### src/rtl/ppu_shift_pkg.sv
// Shared constants for the PPU background tile shifter: default geometry and
// the role of each shift plane.
package ppu_shift_pkg;

  localparam int DEF_PLANES = 4;
  localparam int DEF_WIDTH  = 16;
  localparam int DEF_LOAD_W = 8;

  localparam int PAT_LO  = 0;
  localparam int PAT_HI  = 1;
  localparam int ATTR_LO = 2;
  localparam int ATTR_HI = 3;

endpackage

### src/rtl/shift_lane.sv
// One WIDTH-bit shift lane: serial fill into the MSB, parallel load of the
// top LOAD_W bits, and a tap select for the pixel bit.
module shift_lane #(
  parameter int WIDTH  = 16,
  parameter int LOAD_W = 8,
  parameter int OW     = $clog2(LOAD_W)
) (
  input  logic              i_clk,
  input  logic              i_reset_n,
  input  logic              i_shift,
  input  logic              i_fill,
  input  logic              i_load,
  input  logic [LOAD_W-1:0] i_load_data,
  input  logic [OW-1:0]     i_tap,
  output logic              o_tap,
  output logic [WIDTH-1:0]  o_lane
);

  localparam int TW = $clog2(WIDTH);
  // Bits below the parallel-load window keep the (possibly shifted) contents.
  localparam logic [WIDTH-1:0] LOW_MASK = {WIDTH{1'b1}} >> LOAD_W;

  logic [WIDTH-1:0] r_lane;
  logic [WIDTH-1:0] w_base;
  logic [WIDTH-1:0] w_next;
  logic [TW-1:0]    w_tap_idx;

  always_comb begin
    w_base = r_lane;
    w_next = r_lane;
    if (i_shift) begin
      w_base = {i_fill, r_lane[WIDTH-1:1]};
    end else begin
      w_base = r_lane;
    end
    if (i_load) begin
      w_next = (w_base & LOW_MASK) | (WIDTH'(i_load_data) << (WIDTH - LOAD_W));
    end else begin
      w_next = w_base;
    end
  end

  always_ff @(posedge i_clk or negedge i_reset_n) begin
    if (!i_reset_n) begin
      r_lane <= '0;
    end else begin
      r_lane <= w_next;
    end
  end

  assign w_tap_idx = TW'(i_tap);
  assign o_tap     = r_lane[w_tap_idx];
  assign o_lane    = r_lane;

endmodule

### src/rtl/ppu_tile_shifter.sv
// PPU background tile shifter: PLANES parallel shift lanes fed from a staging
// register, with auto (phase-wrap) or manual transfer and sticky error flags.
module ppu_tile_shifter
  import ppu_shift_pkg::*;
#(
  parameter int PLANES = DEF_PLANES,
  parameter int WIDTH  = DEF_WIDTH,
  parameter int LOAD_W = DEF_LOAD_W,
  parameter int OW     = $clog2(LOAD_W)
) (
  input  logic                     i_clk,
  input  logic                     i_reset_n,
  input  logic                     i_shift,
  input  logic [PLANES-1:0]        i_fill,
  input  logic                     i_load_en,
  input  logic [PLANES*LOAD_W-1:0] i_load_data,
  input  logic                     i_auto,
  input  logic                     i_transfer,
  input  logic                     i_sync,
  input  logic [OW-1:0]            i_fine_x,
  input  logic                     i_clear_err,
  output logic [PLANES-1:0]        o_pixel,
  output logic [OW-1:0]            o_phase,
  output logic                     o_stage_full,
  output logic                     o_reload,
  output logic                     o_underrun,
  output logic                     o_overrun,
  output logic [PLANES*WIDTH-1:0]  o_debug_lanes
);

  logic [PLANES*LOAD_W-1:0] r_stage;
  logic                     r_stage_full;
  logic [OW-1:0]            r_phase;
  logic                     r_reload;
  logic                     r_underrun;
  logic                     r_overrun;

  logic w_phase_last;
  logic w_xfer_req;
  logic w_xfer_ok;
  logic w_underrun_set;
  logic w_overrun_set;

  assign w_phase_last   = (r_phase == OW'(LOAD_W - 1));
  assign w_xfer_req     = i_auto ? (i_shift && w_phase_last) : i_transfer;
  assign w_xfer_ok      = w_xfer_req && r_stage_full;
  assign w_underrun_set = w_xfer_req && !r_stage_full;
  // A load in the same cycle as a successful transfer refills rather than overwrites.
  assign w_overrun_set  = i_load_en && r_stage_full && !w_xfer_ok;

  always_ff @(posedge i_clk or negedge i_reset_n) begin
    if (!i_reset_n) begin
      r_stage      <= '0;
      r_stage_full <= 1'b0;
      r_phase      <= '0;
      r_reload     <= 1'b0;
      r_underrun   <= 1'b0;
      r_overrun    <= 1'b0;
    end else begin
      r_reload <= w_xfer_ok;
      if (i_load_en) begin
        r_stage      <= i_load_data;
        r_stage_full <= 1'b1;
      end else if (w_xfer_ok) begin
        r_stage_full <= 1'b0;
      end
      if (i_sync) begin
        r_phase <= '0;
      end else if (i_shift) begin
        r_phase <= w_phase_last ? '0 : r_phase + OW'(1);
      end
      if (w_underrun_set) begin
        r_underrun <= 1'b1;
      end else if (i_clear_err) begin
        r_underrun <= 1'b0;
      end
      if (w_overrun_set) begin
        r_overrun <= 1'b1;
      end else if (i_clear_err) begin
        r_overrun <= 1'b0;
      end
    end
  end

  for (genvar p = 0; p < PLANES; p++) begin : g_lane
    shift_lane #(
      .WIDTH (WIDTH),
      .LOAD_W(LOAD_W),
      .OW    (OW)
    ) u_lane (
      .i_clk      (i_clk),
      .i_reset_n  (i_reset_n),
      .i_shift    (i_shift),
      .i_fill     (i_fill[p]),
      .i_load     (w_xfer_ok),
      .i_load_data(r_stage[p*LOAD_W +: LOAD_W]),
      .i_tap      (i_fine_x),
      .o_tap      (o_pixel[p]),
      .o_lane     (o_debug_lanes[p*WIDTH +: WIDTH])
    );
  end

  assign o_phase      = r_phase;
  assign o_stage_full = r_stage_full;
  assign o_reload     = r_reload;
  assign o_underrun   = r_underrun;
  assign o_overrun    = r_overrun;

endmodule
### config.mk
export PLATFORM = sky130hd
export DESIGN_NAME = ppu_tile_shifter
export DESIGN_NICKNAME = d
export VERILOG_FILES = /design/src/rtl/ppu_shift_pkg.sv /design/src/rtl/shift_lane.sv /design/src/rtl/ppu_tile_shifter.sv
export SDC_FILE = /design/constraint.sdc
export NUM_CORES = 1
export LEC_CHECK = 0
export CORE_MARGIN = 5
export CORE_UTILIZATION = 45
export CTS_CLUSTER_DIAMETER = 80
export DETAILED_ROUTE_END_ITERATION = 10
export PLACE_DENSITY = 0.86
export SETUP_SLACK_MARGIN = 0.02
export SYNTH_ARGS = -nofsm -noshare
export SYNTH_HDL_FRONTEND = slang
export SYNTH_SLANG_ARGS = --single-unit
### constraint.sdc
create_clock -name i_clk -period 2 [get_ports i_clk]
set_clock_uncertainty 0.1 [all_clocks]
set_input_delay 0.2 -clock i_clk [delete_from_list [all_inputs] [get_ports i_clk]]
set_output_delay 0.2 -clock i_clk [all_outputs]
set_load 0.1 [all_outputs]
==> flow_metrics.env, run 1 <==
export IMPL_layout_commonest_cell="buf_4"
export IMPL_finish_instance_area_sq_mm=0.00621
export IMPL_violations="setup timing"
export IMPL_netlist_instances=326
export IMPL_dieArea_sq_mm=0.0122
export IMPL_irDropWorstVdd_uv=1270
export IMPL_post_dp_cell_area_sq_mm=0.00578
export IMPL_io_buffers=121
export IMPL_cts_tree="done"
export IMPL_layout_setup_ws_ps=-29.1
export IMPL_power_density_mw_per_mm2=1660
export IMPL_die_h_um=110
export IMPL_overflow=0
export IMPL_cts_sinks=103
export IMPL_cts_max_level=3
export IMPL_drc=0
export IMPL_via_count=3296
export IMPL_fin_crit_ps=2030
export IMPL_drtIter0Drc=119
export IMPL_antenna_found_initial=0
export IMPL_place_congestion=0.780
export IMPL_num_io_pins=122
export IMPL_rows=36
export IMPL_arrival_ps=1730
export IMPL_mostFrequentLayoutCells="buf_4 (108), dfrtp_1 (68), mux2_2 (64)"
export IMPL_hold_start="i_shift"
export IMPL_cap_violations=0
export IMPL_drt_total_wl_mm=11.3
export IMPL_crit_path_max_fanout=4
export IMPL_syn_area_sq_mm=0.00454
export IMPL_ant_nets=0
export IMPL_run_status="finished, violations left"
export IMPL_synth_seq_cells=103
export IMPL_numCtsBuffers=9
export IMPL_grt_pass1_vias=3250
export IMPL_yosysSeqAreaShare_pct=56.8
export IMPL_clockRootBuffer="clkbuf_8"
export IMPL_fin_util_pct=63.3
export IMPL_core_sq_mm=0.00982
export IMPL_synthDistinctLibCells=22
export IMPL_hold_viol_final=0
export IMPL_r2r_start="o_phase[0]$_DFFE_PN0P_"
export IMPL_hold_path_endpoint="o_phase[1]$_DFFE_PN0P_"
export IMPL_startpoint_type="flip-flop"
export IMPL_min_path_type="in2reg"
export IMPL_initial_core_util_pct=46.2
export IMPL_timing_fmax_mhz=493
export IMPL_finalNetCount=518
export IMPL_rsz0062_at_grt="yes"
export IMPL_synth_warnings=0
export IMPL_leakagePower_nw=2.70
export IMPL_report_final_slew_viol_count=0
export IMPL_dp_final_hpwl_mm=7.01
export IMPL_clockBufferDepth=2
export IMPL_layout_drive_gt1_share_pct=51.9
export IMPL_reg2reg_to="g_lane[0].u_lane.o_lane[11]$_DFFE_PN0P_"
export IMPL_antenna_cells=0
export IMPL_setup_viol=3
export IMPL_dr_pass1_iters=4
export IMPL_period_share_pct=101
export IMPL_grt_first_pass_wirelength_mm=16.9
export IMPL_syn_num_nets=375
export IMPL_path_clk_slew_ps=110
export IMPL_die_w_um=110
export IMPL_reg2reg_depth=6
export IMPL_required_ps=1700
export IMPL_vias_per_cell=5.43
export IMPL_crit_path_end_kind="output port"
export IMPL_clk_latency_ps=360
export IMPL_slew_headroom_pct=48.1
export IMPL_hold_depth=3
export IMPL_wire_per_inst_um=18.6
export IMPL_critPathKind="reg2out"
export IMPL_reg2reg_setup_slack_ps=130
export IMPL_grt_max_degree=66
export IMPL_syn_area_per_cell_sq_um=13.9
export IMPL_grt_use_total_pct=17.9
export IMPL_area_growth_pct=37.0
export IMPL_worstMarginPinSlew_ps=779
[worst max-delay path: stages (launching register included)]
cell and delay [ps]:
dfrtp_2 450, mux4_2 460, mux2_4 290, buf_12 170
[area by class of cell]
type                       count  area (sq um)
clock buffer                  10           128
clock inverter                 6          53.8
timing repair buffer         164          1460
sequential                   103          2630
tap                          133           166
inverter                       1          3.75
fill                         737          3610
multi-input combinational    190          1770
[worst max path at each step]
stage	startpoint	end	slack (ps)	depth (start not counted)
2_1_floorplan	o_stage_full$_DFFE_PN0P_	g_lane[0].u_lane.o_lane[8]$_DFFE_PN0P_	50	5
3_3_place_gp	i_fine_x[1]	o_pixel[0]	-140	5
3_5_place_dp	i_fine_x[1]	o_pixel[1]	-200	5
4_1_cts	flip-flop	o_pixel[1]	-60	3
5_1_grt	flip-flop	o_pixel[1]	-90	3
6_report	flip-flop	o_pixel[1]	-30	3
[stage by stage]
stage / TNS (ps) / hold WS (ps) / setup WS (ps) / total power, W / cells
final: -44.7 / 180 / -29.1 / 0.0103 / 607
after global routing: -271 / 202 / -86.2 / 0.0107 / 607
after detailed placement: -710 / 98.9 / -201 / 0.00867 / 557
after CTS: -129 / 151 / -58.5 / 0.0103 / 600
after floorplan: 0 / -196 / 52.3 / 0.00733 / 326
after global placement: -554 / 90.7 / -139 / 0.00858 / 557
[kinds of logic (layout without fill, tap and decap cells)]
family	after synthesis	in the layout	share of synthesized area (%)
adders and majority gates	2	2	0.552
muxes	110	110	29.0
and+or+nand+nor	9	9	1.08
AOI/OAI and AO/OA	69	69	8.77
DFF	103	103	56.8
buffers and inverters	33	181	3.75
[repair_timing]
action | CTS | global route
pin swaps | 0 | 1
endpoints found under the setup margin | 4 | 5
cloned | 0 | 2
setup buffers | 26 | 5
hold buffers | 1 | 0
endpoints found under the hold margin | 36 | 0
resized for setup | 13 | 1
[routing by layer]
layer / share of wire (%) / GRT usage (%) / wire [um]
met1: 44 / 23.5 / 5020
met2: 49 / 29.8 / 5490
met3: 5.6 / 3.73 / 634
met4: 1.4 / 6.07 / 157
met5: 0 / 0 / 0
[power by group]
| group | switching, W | internal [W] |
|---|---|---|
| Combinational | 0.00439 | 0.00168 |
| Sequential | 0.000382 | 0.00263 |
| Clock | 0.000745 | 0.000476 |
| Total | 0.00551 | 0.00479 |
[synthesized netlist by cell type (all sizes together)]
library cell	number	area share, %
nand4	1	0.14
dfrtp	103	57
nor2b	1	0.14
buf	26	3.2
nor2	3	0.25
a31oi	33	4.6
a32o	1	0.22
nand2b	1	0.14
mux4	8	4.6
o2bb2ai	1	0.19
mux2i	34	7.5
mux2	68	17
nand2	1	0.083
ha	2	0.55
a21oi	33	3.6
a21o	1	0.17
inv	1	0.083
clkbuf	6	0.50
nand3b	2	0.33
Power figures use the tool's default switching activity.
==> run 2: changes to the inputs <==
CORE_UTILIZATION = 48   (was 45)
PLACE_DENSITY = 0.9   (was 0.86)
==> flow_metrics.env, run 2 (synthesized netlist as in run 1, its figures left out) <==
export IMPL_violations="setup timing"
export IMPL_crit_chain="mux4_2, mux2_4, buf_12"
export IMPL_busiest_layer="met2"
export IMPL_grtUsageMet3_pct=4.82
export IMPL_seq_area_sq_mm=0.00263
export IMPL_use_met2_pct=30.2
export IMPL_finalNetCount=513
export IMPL_layout_setup_ws_ps=-33.6
export IMPL_grt_use_total_pct=18.4
export IMPL_rows=35
export IMPL_area_growth_pct=36.2
export IMPL_cts_sinks=103
export IMPL_mostFrequentLayoutCells="buf_4 (101), dfrtp_1 (68), mux2_2 (64)"
export IMPL_startpoint_type="flip-flop"
export IMPL_antenna_cells=0
export IMPL_numCtsBuffers=9
export IMPL_grt_first_pass_wirelength_mm=17.0
export IMPL_nFillCells=652
export IMPL_path_clk_slew_ps=110
export IMPL_dieArea_sq_mm=0.0115
export IMPL_required_ps=1700
export IMPL_cpMaxStageDelayCell="mux4_2"
export IMPL_irDropWorstVdd_uv=1040
export IMPL_period_share_pct=102
export IMPL_report_final_slew_viol_count=0
export IMPL_power_density_mw_per_mm2=1650
export IMPL_use_met1_pct=24.6
export IMPL_layout_commonest_cell="buf_4"
export IMPL_leakagePower_nw=2.67
export IMPL_grt_max_degree=104
export IMPL_critPathKind="reg2out"
export IMPL_crit_path_end_kind="output port"
export IMPL_clockBufferDepth=2
export IMPL_multi_input_area_sq_mm=0.00177
export IMPL_initial_core_util_pct=49.1
export IMPL_setup_tns_final_ps=-80.2
export IMPL_setup_viol=3
export IMPL_antenna_found_initial=0
export IMPL_crit_path_max_fanout=2
export IMPL_slew_headroom_pct=63.8
export IMPL_clockRootBuffer="clkbuf_8"
export IMPL_cp_slowest_stage_delay_ps=480
export IMPL_timing_fmax_mhz=492
export IMPL_cap_violations=0
export IMPL_overflow=0
export IMPL_drt_total_wl_mm=10.9
export IMPL_path_buf_inv=1
export IMPL_via_count=3245
export IMPL_io_buffers=121
export IMPL_min_path_type="in2reg"
export IMPL_drtIter0Drc=162
export IMPL_run_status="finished, violations left"
export IMPL_arrival_ps=1730
export IMPL_layout_drive_gt1_share_pct=51.4
export IMPL_grt_pass1_vias=3372
export IMPL_drc=0
export IMPL_num_io_pins=122
export IMPL_vias_per_cell=5.43
export IMPL_place_ws_ps=-166
export IMPL_cp_top_family="multiplexers"
export IMPL_rsz0062_at_grt="yes"
export IMPL_dr_pass1_iters=4
export IMPL_core_sq_mm=0.00924
export IMPL_die_w_um=107
export IMPL_fin_crit_ps=2030
export IMPL_cts_max_level=3
export IMPL_wire_per_inst_um=18.2
export IMPL_hold_viol_final=0
export IMPL_ant_nets=0
export IMPL_clk_latency_ps=360
export IMPL_place_congestion=0.777
export IMPL_die_h_um=107
export IMPL_dp_final_hpwl_mm=6.98
export IMPL_cts_tree="done"
export IMPL_worstMarginPinSlew_ps=543
[run 2: area by class of cell]
cell class | count | share of cell area, %
well taps | 129 | 2.61
repair buffers | 159 | 23.2
multi-input cells | 190 | 28.7
flip-flops and latches | 103 | 42.5
inverters | 1 | 0.0607
clock inverters | 7 | 0.891
clock buffers | 9 | 2.00
[run 2: path summary, 6_finish.rpt]
path / slack [ps] / cells past startpoint / from / to
max: -30 / 3 / flip-flop / o_pixel[3]
min: 240 / 3 / i_shift / o_phase[1]$_DFFE_PN0P_
max reg2reg: 120 / 6 / o_phase[0]$_DFFE_PN0P_ / g_lane[3].u_lane.o_lane[9]$_DFFE_PN0P_
min reg2reg: 410 / 1 / o_underrun$_DFFE_PN0P_ / o_underrun$_DFFE_PN0P_
max in group asynchronous: 1020 / 3 / i_reset_n / asynchronous set/reset pin
min in group asynchronous: 330 / 3 / i_reset_n / asynchronous set/reset pin
[run 2: power by group]
group	switching [W]	internal (W)	leakage, nW	total (W)
clock	0.000731	0.000466	0.0866	0.00120
sequential	0.000398	0.00263	1.14	0.00303
combinational	0.00431	0.00164	1.44	0.00595
[run 2: tightest hold or removal path: cells and delay by family]
family	cells	cell delay, ps
buffers and inverters	1	240
AND/OR/NAND/NOR	1	140
AO/OA/AOI/OAI	1	70
[run 2: per-stage QoR]
stage                     total power (W)  hold WS, ps  utilization, %  instance area (sq um)  instances
after global routing               0.0105          235            66.9                   6180        598
after global placement            0.00857          205            62.5                   5770        552
after floorplan                   0.00733         -196               -                   4590        326
final                              0.0102          238            66.9                   6180        598
after CTS                          0.0102          221            66.1                   6100        589
after detailed placement          0.00868          210            62.5                   5770        552
[run 2: metal layers]
layer,share of wire [%],wire length (um),vias up
met5,0,0,-
met4,0.49,53,0
met3,7.0,762,7
met2,49,5290,99
met1,44,4780,1652
li1,-,-,1487
[run 2: what timing repair did]
action                                  4_1_cts  5_1_grt
resized for setup                            15        2
hold buffers                                  1        0
pin swaps                                     0        1
gates cloned                                  0        2
hold endpoints to repair                    103        0
endpoints found under the setup margin        4        7
setup buffers                                20        7
